<file path="config.mk">
export PLATFORM = sky130hd
export DESIGN_NAME = aes_core_arbiter_flat
export DESIGN_NICKNAME = d
export VERILOG_FILES = /design/src/rtl/aes_core_arbiter_if.sv /design/src/rtl/aes_core_arbiter.sv /design/src/flat_wrapper.sv
export SDC_FILE = /design/constraint.sdc
export NUM_CORES = 1
export LEC_CHECK = 0
export CAP_MARGIN = 30
export CORE_AREA = 8 8 396 398
export CTS_CLUSTER_DIAMETER = 150
export DETAILED_ROUTE_END_ITERATION = 10
export DIE_AREA = 0 0 404 406
export MAX_ROUTING_LAYER = met4
export PLACE_DENSITY_LB_ADDON = 0.12
export SYNTH_ARGS = -nofsm -noshare
export SYNTH_HDL_FRONTEND = slang
export SYNTH_SLANG_ARGS = --single-unit
</file>
<file path="constraint.sdc">
create_clock -name clk -period 3.9 [get_ports clk]
set_input_delay 0.39 -clock clk [delete_from_list [all_inputs] [get_ports clk]]
set_output_delay 0.39 -clock clk [all_outputs]
set_load 0.01 [all_outputs]
</file>
<file path="src/rtl/aes_core_arbiter_if.sv">
`default_nettype none
// ============================================================================
//  Module      : aes_core_arbiter_if
//  Description : Bundles the signals around aes_core_arbiter:
//                - two requester channels (valid/ready, plaintext, key)
//                - one tagged response channel (valid/ready, id, data, err)
//                - the start/done handshake and data buses of the cipher core
//                Modports:
//                - slave  : the arbiter's view
//                - master : the surrounding system's view (requesters,
//                           response consumer and cipher core)
//  Revision    : 1.0 - initial release
// ============================================================================
interface aes_core_arbiter_if #(
  parameter int NB = 128
);
  logic          req0_valid;
  logic          req0_ready;
  logic [NB-1:0] req0_plain;
  logic [NB-1:0] req0_key;
  logic          req1_valid;
  logic          req1_ready;
  logic [NB-1:0] req1_plain;
  logic [NB-1:0] req1_key;
  logic          rsp_valid;
  logic          rsp_ready;
  logic          rsp_id;
  logic [NB-1:0] rsp_data;
  logic          rsp_err;
  logic          core_start;
  logic [NB-1:0] core_plain;
  logic [NB-1:0] core_key;
  logic          core_done;
  logic [NB-1:0] core_cipher;

  modport slave (
    input  req0_valid, req0_plain, req0_key,
    input  req1_valid, req1_plain, req1_key,
    output req0_ready, req1_ready,
    output rsp_valid, rsp_id, rsp_data, rsp_err,
    input  rsp_ready,
    output core_start, core_plain, core_key,
    input  core_done, core_cipher
  );

  modport master (
    output req0_valid, req0_plain, req0_key,
    output req1_valid, req1_plain, req1_key,
    input  req0_ready, req1_ready,
    input  rsp_valid, rsp_id, rsp_data, rsp_err,
    output rsp_ready,
    input  core_start, core_plain, core_key,
    output core_done, core_cipher
  );
endinterface
`default_nettype wire

</file>
<file path="src/rtl/aes_core_arbiter.sv">
`default_nettype none
// ============================================================================
//  Module      : aes_core_arbiter
//  Description : Shares one AES cipher core between two requesters.
//                Round-robin arbitration, one block in flight, and a tagged
//                response channel carrying the ciphertext.
//  Ports       : clk  - clock, rising edge
//                rstn - asynchronous active-low reset
//                bus  - aes_core_arbiter_if.slave. Carries:
//                       - req0_* / req1_* requester channels
//                       - rsp_* response channel
//                       - core_* cipher core handshake
//  Options     : AES_ARB_TIMEOUT_EN - when defined, a TW-bit watchdog aborts
//                a stuck core after TIMEOUT cycles and returns rsp_err=1 with
//                rsp_data=0. When undefined, the core is waited on
//                indefinitely and rsp_err is tied low.
//  Revision    : 1.0 - initial release
// ============================================================================
module aes_core_arbiter #(
  parameter int NB      = 128,
  parameter int TIMEOUT = 31,
  parameter int TW      = 5
) (
  input  wire logic          clk,
  input  wire logic          rstn,
  aes_core_arbiter_if.slave  bus
);

  if (2**TW <= TIMEOUT) begin : g_cfg_check
    $error("aes_core_arbiter: TW too narrow to hold TIMEOUT");
  end

  typedef enum logic [2:0] {
    S_IDLE      = 3'd0,
    S_LAUNCH    = 3'd1,
    S_WAIT_LOW  = 3'd2,
    S_WAIT_DONE = 3'd3,
    S_RESP      = 3'd4
  } state_t;

  state_t        r_state;
  logic          r_last_grant;   // requester granted most recently
  logic          r_owner;        // requester owning the block in flight
  logic          r_core_start;
  logic [NB-1:0] r_core_plain;
  logic [NB-1:0] r_core_key;
  logic          r_rsp_valid;
  logic          r_rsp_id;
  logic [NB-1:0] r_rsp_data;

  logic          w_win0;
  logic          w_win1;
  logic          w_rdy0;
  logic          w_rdy1;

  // On a tie, the requester that was not granted last time wins.
  assign w_win0 = bus.req0_valid && (!bus.req1_valid ||  r_last_grant);
  assign w_win1 = bus.req1_valid && (!bus.req0_valid || !r_last_grant);

  // Accept only when the core reports idle, so a start pulse is never lost.
  assign w_rdy0 = (r_state == S_IDLE) && bus.core_done && w_win0;
  assign w_rdy1 = (r_state == S_IDLE) && bus.core_done && w_win1;

  assign bus.req0_ready = w_rdy0;
  assign bus.req1_ready = w_rdy1;
  assign bus.core_start = r_core_start;
  assign bus.core_plain = r_core_plain;
  assign bus.core_key   = r_core_key;
  assign bus.rsp_valid  = r_rsp_valid;
  assign bus.rsp_id     = r_rsp_id;
  assign bus.rsp_data   = r_rsp_data;

`ifdef AES_ARB_TIMEOUT_EN
  logic [TW-1:0] r_cnt;
  logic          r_rsp_err;
  logic          w_cnt_hit;

  // True on the cycle whose increment would make the counter reach TIMEOUT.
  assign w_cnt_hit   = (r_cnt == TW'(TIMEOUT - 1));
  assign bus.rsp_err = r_rsp_err;
`else
  assign bus.rsp_err = 1'b0;
`endif

  always_ff @(posedge clk or negedge rstn) begin
    if (!rstn) begin
      r_state      <= S_IDLE;
      r_last_grant <= 1'b1;
      r_owner      <= 1'b0;
      r_core_start <= 1'b0;
      r_core_plain <= '0;
      r_core_key   <= '0;
      r_rsp_valid  <= 1'b0;
      r_rsp_id     <= 1'b0;
      r_rsp_data   <= '0;
`ifdef AES_ARB_TIMEOUT_EN
      r_cnt        <= '0;
      r_rsp_err    <= 1'b0;
`endif
    end else begin
      r_core_start <= 1'b0;
      case (r_state)
        S_IDLE: begin
          if (w_rdy0 || w_rdy1) begin
            r_core_plain <= w_rdy1 ? bus.req1_plain : bus.req0_plain;
            r_core_key   <= w_rdy1 ? bus.req1_key   : bus.req0_key;
            r_owner      <= w_rdy1;
            r_last_grant <= w_rdy1;
            r_core_start <= 1'b1;
            r_state      <= S_LAUNCH;
          end
        end
        S_LAUNCH: begin
          r_state <= S_WAIT_LOW;
`ifdef AES_ARB_TIMEOUT_EN
          r_cnt   <= '0;
`endif
        end
        S_WAIT_LOW: begin
`ifdef AES_ARB_TIMEOUT_EN
          r_cnt <= r_cnt + 1'b1;
          if (w_cnt_hit) begin
            r_rsp_valid <= 1'b1;
            r_rsp_err   <= 1'b1;
            r_rsp_data  <= '0;
            r_rsp_id    <= r_owner;
            r_state     <= S_RESP;
          end else
`endif
          if (!bus.core_done) begin
            r_state <= S_WAIT_DONE;
          end
        end
        S_WAIT_DONE: begin
`ifdef AES_ARB_TIMEOUT_EN
          r_cnt <= r_cnt + 1'b1;
`endif
          // Completion takes priority over a watchdog hit on the same cycle.
          if (bus.core_done) begin
            r_rsp_valid <= 1'b1;
            r_rsp_data  <= bus.core_cipher;
            r_rsp_id    <= r_owner;
`ifdef AES_ARB_TIMEOUT_EN
            r_rsp_err   <= 1'b0;
`endif
            r_state     <= S_RESP;
          end
`ifdef AES_ARB_TIMEOUT_EN
          else if (w_cnt_hit) begin
            r_rsp_valid <= 1'b1;
            r_rsp_err   <= 1'b1;
            r_rsp_data  <= '0;
            r_rsp_id    <= r_owner;
            r_state     <= S_RESP;
          end
`endif
        end
        S_RESP: begin
          if (bus.rsp_ready) begin
            r_rsp_valid <= 1'b0;
            r_state     <= S_IDLE;
          end
        end
        default: r_state <= S_IDLE;
      endcase
    end
  end

endmodule
`default_nettype wire

</file>
<file path="src/flat_wrapper.sv">
// flat-port wrapper written by rule: the top's interface ports become plain ports
module aes_core_arbiter_flat 
#(
  parameter int NB      = 128,
  parameter int TIMEOUT = 31,
  parameter int TW      = 5
)
  (clk, rstn, bus_req0_valid, bus_req0_plain, bus_req0_key, bus_req1_valid, bus_req1_plain, bus_req1_key, bus_req0_ready, bus_req1_ready, bus_rsp_valid, bus_rsp_id, bus_rsp_data, bus_rsp_err, bus_rsp_ready, bus_core_start, bus_core_plain, bus_core_key, bus_core_done, bus_core_cipher);
  aes_core_arbiter_if #(.NB(NB)) bus_i ();
  input  wire logic clk;
  input  wire logic rstn;
  input wire logic [$bits(bus_i.req0_valid)-1:0] bus_req0_valid;
  input wire logic [$bits(bus_i.req0_plain)-1:0] bus_req0_plain;
  input wire logic [$bits(bus_i.req0_key)-1:0] bus_req0_key;
  input wire logic [$bits(bus_i.req1_valid)-1:0] bus_req1_valid;
  input wire logic [$bits(bus_i.req1_plain)-1:0] bus_req1_plain;
  input wire logic [$bits(bus_i.req1_key)-1:0] bus_req1_key;
  output wire logic [$bits(bus_i.req0_ready)-1:0] bus_req0_ready;
  output wire logic [$bits(bus_i.req1_ready)-1:0] bus_req1_ready;
  output wire logic [$bits(bus_i.rsp_valid)-1:0] bus_rsp_valid;
  output wire logic [$bits(bus_i.rsp_id)-1:0] bus_rsp_id;
  output wire logic [$bits(bus_i.rsp_data)-1:0] bus_rsp_data;
  output wire logic [$bits(bus_i.rsp_err)-1:0] bus_rsp_err;
  input wire logic [$bits(bus_i.rsp_ready)-1:0] bus_rsp_ready;
  output wire logic [$bits(bus_i.core_start)-1:0] bus_core_start;
  output wire logic [$bits(bus_i.core_plain)-1:0] bus_core_plain;
  output wire logic [$bits(bus_i.core_key)-1:0] bus_core_key;
  input wire logic [$bits(bus_i.core_done)-1:0] bus_core_done;
  input wire logic [$bits(bus_i.core_cipher)-1:0] bus_core_cipher;
  assign bus_i.req0_valid = bus_req0_valid;
  assign bus_i.req0_plain = bus_req0_plain;
  assign bus_i.req0_key = bus_req0_key;
  assign bus_i.req1_valid = bus_req1_valid;
  assign bus_i.req1_plain = bus_req1_plain;
  assign bus_i.req1_key = bus_req1_key;
  assign bus_req0_ready = bus_i.req0_ready;
  assign bus_req1_ready = bus_i.req1_ready;
  assign bus_rsp_valid = bus_i.rsp_valid;
  assign bus_rsp_id = bus_i.rsp_id;
  assign bus_rsp_data = bus_i.rsp_data;
  assign bus_rsp_err = bus_i.rsp_err;
  assign bus_i.rsp_ready = bus_rsp_ready;
  assign bus_core_start = bus_i.core_start;
  assign bus_core_plain = bus_i.core_plain;
  assign bus_core_key = bus_i.core_key;
  assign bus_i.core_done = bus_core_done;
  assign bus_i.core_cipher = bus_core_cipher;
  aes_core_arbiter #(.NB(NB), .TIMEOUT(TIMEOUT), .TW(TW)) u_core (.clk(clk), .rstn(rstn), .bus(bus_i));
endmodule
</file>
==> results of run 1 <==
power groups by stage:
stage          clock (mW)  sequential [mW]  combinational [mW]
6_report             5.70             7.24                12.0
2_1_floorplan           0             8.00                4.48
5_1_grt              6.12             7.50                12.7
3_5_place_dp            0             7.24                12.2
4_1_cts              5.99             7.25                12.3
3_3_place_gp            0             7.24                12.2
synthesized netlist by cell type (all sizes together):
library cell / n / area, um^2
conb: 1 / 3.75
nand2b: 2 / 12.5
mux2: 129 / 1450
dfstp: 1 / 26.3
nand2: 1 / 3.75
o21bai: 256 / 2670
or4b: 1 / 13.8
o21ai: 3 / 15.0
nor4b: 1 / 15.0
nand3: 2 / 10.0
dfrtp: 391 / 9780
o41ai: 1 / 8.76
clkbuf: 77 / 289
o31ai: 1 / 7.51
o221a: 256 / 2880
inv: 5 / 18.8
a21oi: 1 / 5.00
a31oi: 2 / 12.5
nor2: 1 / 3.75
nand4: 1 / 6.26
buf: 53 / 439
a21o: 2 / 15.0
cells by family (layout without fill, tap and decap cells):
family	after synthesis	in the layout	share of synthesized area [%]
AOI/OAI and AO/OA	522	522	31.7
DFF	392	392	55.4
buffers and inverters	135	1182	4.22
muxes	129	129	8.21
and+or+nand+nor	9	9	0.368
other	1	44	0.0212
worst max path at each step:
stage	endpoint	slack, ns	from
2_1_floorplan	bus_req0_ready	2.02	u_core.r_state[1]
6_report	bus_req0_ready	0.81	u_core.r_state[1]
5_1_grt	bus_req1_ready	0.65	u_core.r_state[1]
4_1_cts	bus_req1_ready	0.68	u_core.r_state[1]
3_3_place_gp	u_core.bus.core_plain[93]	0.74	bus_core_done
3_5_place_dp	u_core.bus.core_key[62]	0.75	bus_req1_valid
state kept, by name, summed over array words and instances (netlist names), 3 cells and up:
| signal | cells |
|---|---|
| u_core.bus.rsp_data | 128 |
| u_core.bus.core_plain | 128 |
| u_core.r_state | 3 |
| u_core.bus.core_key | 128 |
through the flow:
stage,setup slack (ns),power [mW]
finish,0.810,24.9
global route,0.647,26.3
CTS,0.680,25.5
detailed placement,0.754,19.5
global placement,0.744,19.4
floorplan,2.02,12.5
worst max-delay path: stages, from the launching register on:
cell	delay, ns
dfrtp_1	0.46
nor4b_2	0.59
nand3_4	0.16
buf_4	0.19
inv_1	0.09
clkdlybuf4s50_1	0.57
layer usage:
| layer | GRT usage, % | vias to the layer above | part of all wire [%] |
|---|---|---|---|
| li1 | - | 6789 | - |
| met1 | 14.5 | 7973 | 37 |
| met2 | 24.6 | 741 | 52 |
| met3 | 5.42 | 161 | 9.4 |
| met4 | 2.61 | 0 | 2.0 |
| met5 | - | - | 0 |
layout make-up:
cell class,instances,share of cell area [%]
Timing Repair Buffer,1070,33.3
Antenna cell,43,0.331
Sequential cell,392,30.1
Multi-Input combinational cell,661,22.0
Clock buffer,90,5.54
Inverter,5,0.0576
Clock inverter,17,0.769
Tap cell,2030,7.80
repair_timing:
item | in CTS | in global routing
hold endpoints to repair | 51 | 0
hold buffers | 1 | 0
setup endpoints to repair | 0 | 0
gates resized for setup | 0 | 0
==> flow_summary_export.csv, run 1 <==
group,metric,value,unit
grt,gr-total-overflow,0,
worst_setup_path,r2r_start,"u_core.r_state[1]",
power_and_ir_drop,seq_power_share,29.1,%
grt,track_usage,13.8,%
place,placedCellCount,4157,
grt,antenna_found_initial,73,
die,row_count,143,
final_layout,multi_input_area,7170,um^2
run,maxCapViolCount,0,
sta,fin_hold_ws,0.332,ns
final_layout,fillers,16200,
final_layout,design_area,32600,um^2
cts,cts_buffers,60,
cts,h-tree-depth,2,
final_layout,post-route-util,21.6,%
min_path,hold_path_class,"input pin to async pin",
cts,root_buffer,"clkbuf_16",
logic_synthesis,avgSynthCellArea,14.9,um^2
die,die-width,404,um
drt,drtAntennaViolNets,0,
sta,finClkSkew,0.0213,ns
final_layout,final_cell_mix,"clkdlybuf4s50_1, dfrtp_1, o221a_1",
logic_synthesis,ys_seq_elements,392,
worst_setup_path,crit_arrival,2.70,ns
final_layout,finalNetCount,2836,
final_layout,final_common_cell,"clkdlybuf4s50_1",
grt,grt_pass1_wl,155000,um
logic_synthesis,synth_area,17700,um^2
worst_setup_path,startpoint_type,"flip-flop",
drt,wl_per_cell,27.0,um
sta,worst_pin_slew,1.22,ns
final_layout,synthToLayoutAreaGrowth,84.0,%
cts,clock-sinks,392,
power_and_ir_drop,internal_power,16.6,mW
power_and_ir_drop,vdd_drop_max,0.000408,V
sta,drv_slew,0,
grt,first_global_vias,17500,
sta,setup_violations,0,
cts,clk_latency,0.65,ns
cts,path_clk_slew,0.05,ns
outcome,status,"completed",
final_layout,seq_area,9810,um^2
logic_synthesis,synth_nets,1834,
drt,vias,15700,
cts,cts_setup_buffers,0,
worst_setup_path,ff2ff_setup_slack,0.81,ns
power_and_ir_drop,swShare,33.2,%
final_layout,drive_gt1_share,21.6,%
sta,timing.final.crit_share,79.2,%
worst_setup_path,critPathCaptureType,"output port",
sta,hold_violations,0,
power_and_ir_drop,clockPowerShare,22.9,%
drt,drt_iter0_drc,769,
drt,post-route-drc-count,0,
sta,layout_min_cycle_time,3.09,ns
place,place_hpwl,90200,um
grt,grt_max_degree,161,
place,gp_congestion,0.775,
place,io_buffers,1034,
die,pin_count,1036,
final_layout,final_cell_count_no_fill,4308,
worst_setup_path,crit_required,3.51,ns
drt,totalWireLength,116000,um
sta,slew_headroom,18.7,%
logic_synthesis,ys_warn_count,0,
die,dieArea,164000,um^2
drt,dr.pass1.iters,5,
die,fp.dieH,406,um
drt,via_per_inst,3.64,
worst_setup_path,reg2reg_depth,5,
logic_synthesis,synth_cell_types,28,
power_and_ir_drop,p_leak,12.0,nW
power_and_ir_drop,power_density,764,nW/um^2
die,core,151000,um^2
worst_setup_path,r2r-end,"u_core.bus.core_plain[127]",
die,initial_core_util,11.7,%
cts,clock_path_buffers,3,
sta,final.setup.tns,0,ns
cts,cts_tree,"done",
worst_setup_path,critPathKind,"flip-flop to output port",
worst_setup_path,path_max_fanout,9,
logic_synthesis,synthCells,1188,
power_and_ir_drop,p_switching,8.27,mW
logic_synthesis,yosysSeqAreaShare,55.4,%
sta,rsz0062_at_grt,"no",
place,place_area,30400,um^2
sta,max_clock_freq,324,MHz
power_and_ir_drop,share_comb_of_total_power,48.0,%
No activity file was read; power rests on OpenSTA's default activity.
==> inputs of run 2 (changes only) <==
Settings changed: CORE_AREA 8 8 396 398 to 8 8 399 401, DIE_AREA 0 0 404 406 to 0 0 407 409.
Clock period 3.9 ns to 2.9 ns, I/O delays scaled along.
==> flow_summary_export.csv, run 2 (synthesized netlist as in run 1, its figures left out) <==
group,metric,value,unit
outcome,status,"completed",
drt,totalWireLength,114000,um
sta,max_clock_freq,372,MHz
worst_setup_path,path_delay_family,"buffers and inverters",
sta,layout_min_cycle_time,2.69,ns
die,core,153000,um^2
cts,clock-sinks,392,
cts,root_buffer,"clkbuf_16",
cts,cts_resized,0,
worst_setup_path,crit_arrival,2.40,ns
final_layout,final_common_cell,"clkdlybuf4s50_1",
place,io_buffers,1034,
die,dieArea,166000,um^2
worst_setup_path,worstPathCellList,"nor4b_2, buf_4, nand3_4, inv_1, clkdlybuf4s50_1",
worst_setup_path,cp_slowest_cell,"clkdlybuf4s50_1",
grt,track_usage,13.3,%
die,fp.dieH,409,um
drt,drtAntennaViolNets,0,
worst_setup_path,critPathKind,"flip-flop to output port",
cts,clock_path_buffers,3,
sta,finClkSkew,0.0287,ns
drt,post-route-drc-count,0,
worst_setup_path,path_max_fanout,9,
die,row_count,144,
worst_setup_path,path_buf_inv,3,
final_layout,synthToLayoutAreaGrowth,84.5,%
final_layout,finalNetCount,2849,
die,initial_core_util,11.6,%
sta,layout_setup_ws,0.210,ns
worst_setup_path,crit_required,2.61,ns
worst_setup_path,startpoint_type,"flip-flop",
drt,drt_iter0_drc,737,
cts,cts_setup_buffers,0,
drt,dr.pass1.iters,7,
cts,cts_buffers,58,
grt,grt_pass1_wl,153000,um
sta,slew_headroom,27.3,%
power_and_ir_drop,vdd_drop_max,0.000499,V
drt,vias,15700,
place,place_hpwl,89000,um
cts,clk_latency,0.64,ns
grt,first_global_vias,17700,
run,maxCapViolCount,0,
die,die-width,407,um
sta,drv_slew,0,
power_and_ir_drop,power_density,1020,nW/um^2
sta,worst_pin_slew,1.09,ns
sta,setup_violations,0,
cts,h-tree-depth,2,
sta,timing.final.crit_share,92.8,%
place,place_ws,0.229,ns
drt,via_per_inst,3.61,
min_path,hold_path_class,"input pin to async pin",
cts,path_clk_slew,0.06,ns
final_layout,drive_gt1_share,22.2,%
grt,grt_max_degree,99,
cts,holdBufCountCts,1,
place,gp_congestion,0.807,
die,pin_count,1036,
cts,cts_tree,"done",
sta,rsz0062_at_grt,"no",
sta,final.setup.tns,0,ns
drt,wl_per_cell,26.2,um
final_layout,final_cell_mix,"clkdlybuf4s50_1, dfrtp_1, o221a_1",
grt,gr-total-overflow,0,
worst_setup_path,critPathCaptureType,"output port",
sta,hold_violations,0,
worst_setup_path,slowest_delay,0.60,ns
power_and_ir_drop,p_leak,12.0,nW
grt,antenna_found_initial,86,
[run 2: cell count changes in the layout (fill, tap and decap cells not counted), moves of 2 or more]
cell       delta
buf_4        +13
clkbuf_16     -2
buf_12        +2
diode_2      +13
clkbuf_8      -3
clkbuf_1      -2
clkinv_2      +8
[run 2: area by class of cell]
class,count,area [um^2]
fill,16300,120000
tap,2044,2560
timing repair buffer,1085,11000
multi-input combinational,661,7170
inverter,5,18.8
sequential,392,9810
clock inverter,23,262
antenna,56,140
clock buffer,83,1710
[run 2: layer usage]
metal	global-route usage (%)	share of wire (%)	up-vias
met5	-	0	-
met4	3.09	2.4	0
met3	5.17	9.4	187
met2	24.0	52	713
met1	13.5	36	7983
li1	-	-	6834
[run 2: worst paths after layout]
kind	start	to	depth (start not counted)	slack, ns
max	u_core.r_state[1]	bus_req1_ready	5	0.21
min	rstn	u_core.bus.rsp_data[4]	2	0.20
max reg2reg	u_core.r_state[1]	u_core.bus.core_key[87]	4	0.62
min reg2reg	u_core.bus.rsp_data[82]	u_core.bus.rsp_data[82]	1	0.50
max in group asynchronous	rstn	u_core.bus.core_key[107]	3	1.69
min in group clk	bus_core_cipher[58]	u_core.bus.rsp_data[58]	2	0.24
[run 2: where the power goes]
group	leakage, nW	total (mW)	internal [mW]	switching [mW]
logic	6.60	16.0	9.46	6.52
clock network	0.980	7.40	4.42	2.98
registers	4.45	9.78	8.22	1.56
total	12.0	33.2	22.1	11.1
[run 2: stage by stage]
stage                     hold slack, ns  instances  util, %  power (mW)  area (um^2)
after floorplan                 -0.00559       1188        -        16.8        17700
after global placement             0.304       4186     20.0        26.1        30500
after detailed placement           0.304       4186     20.0        26.1        30500
after CTS                          0.149       4293     21.3        34.0        32500
after global routing               0.186       4346     21.3        35.1        32700
final                              0.204       4349     21.3        33.2        32700
==> inputs of run 3 (changes only) <==
Settings changed: ABC_CLOCK_PERIOD_IN_PS set to 2900.
==> results of run 3 <==
No change in the layout: final DEF, timing and power equal those of run 2.
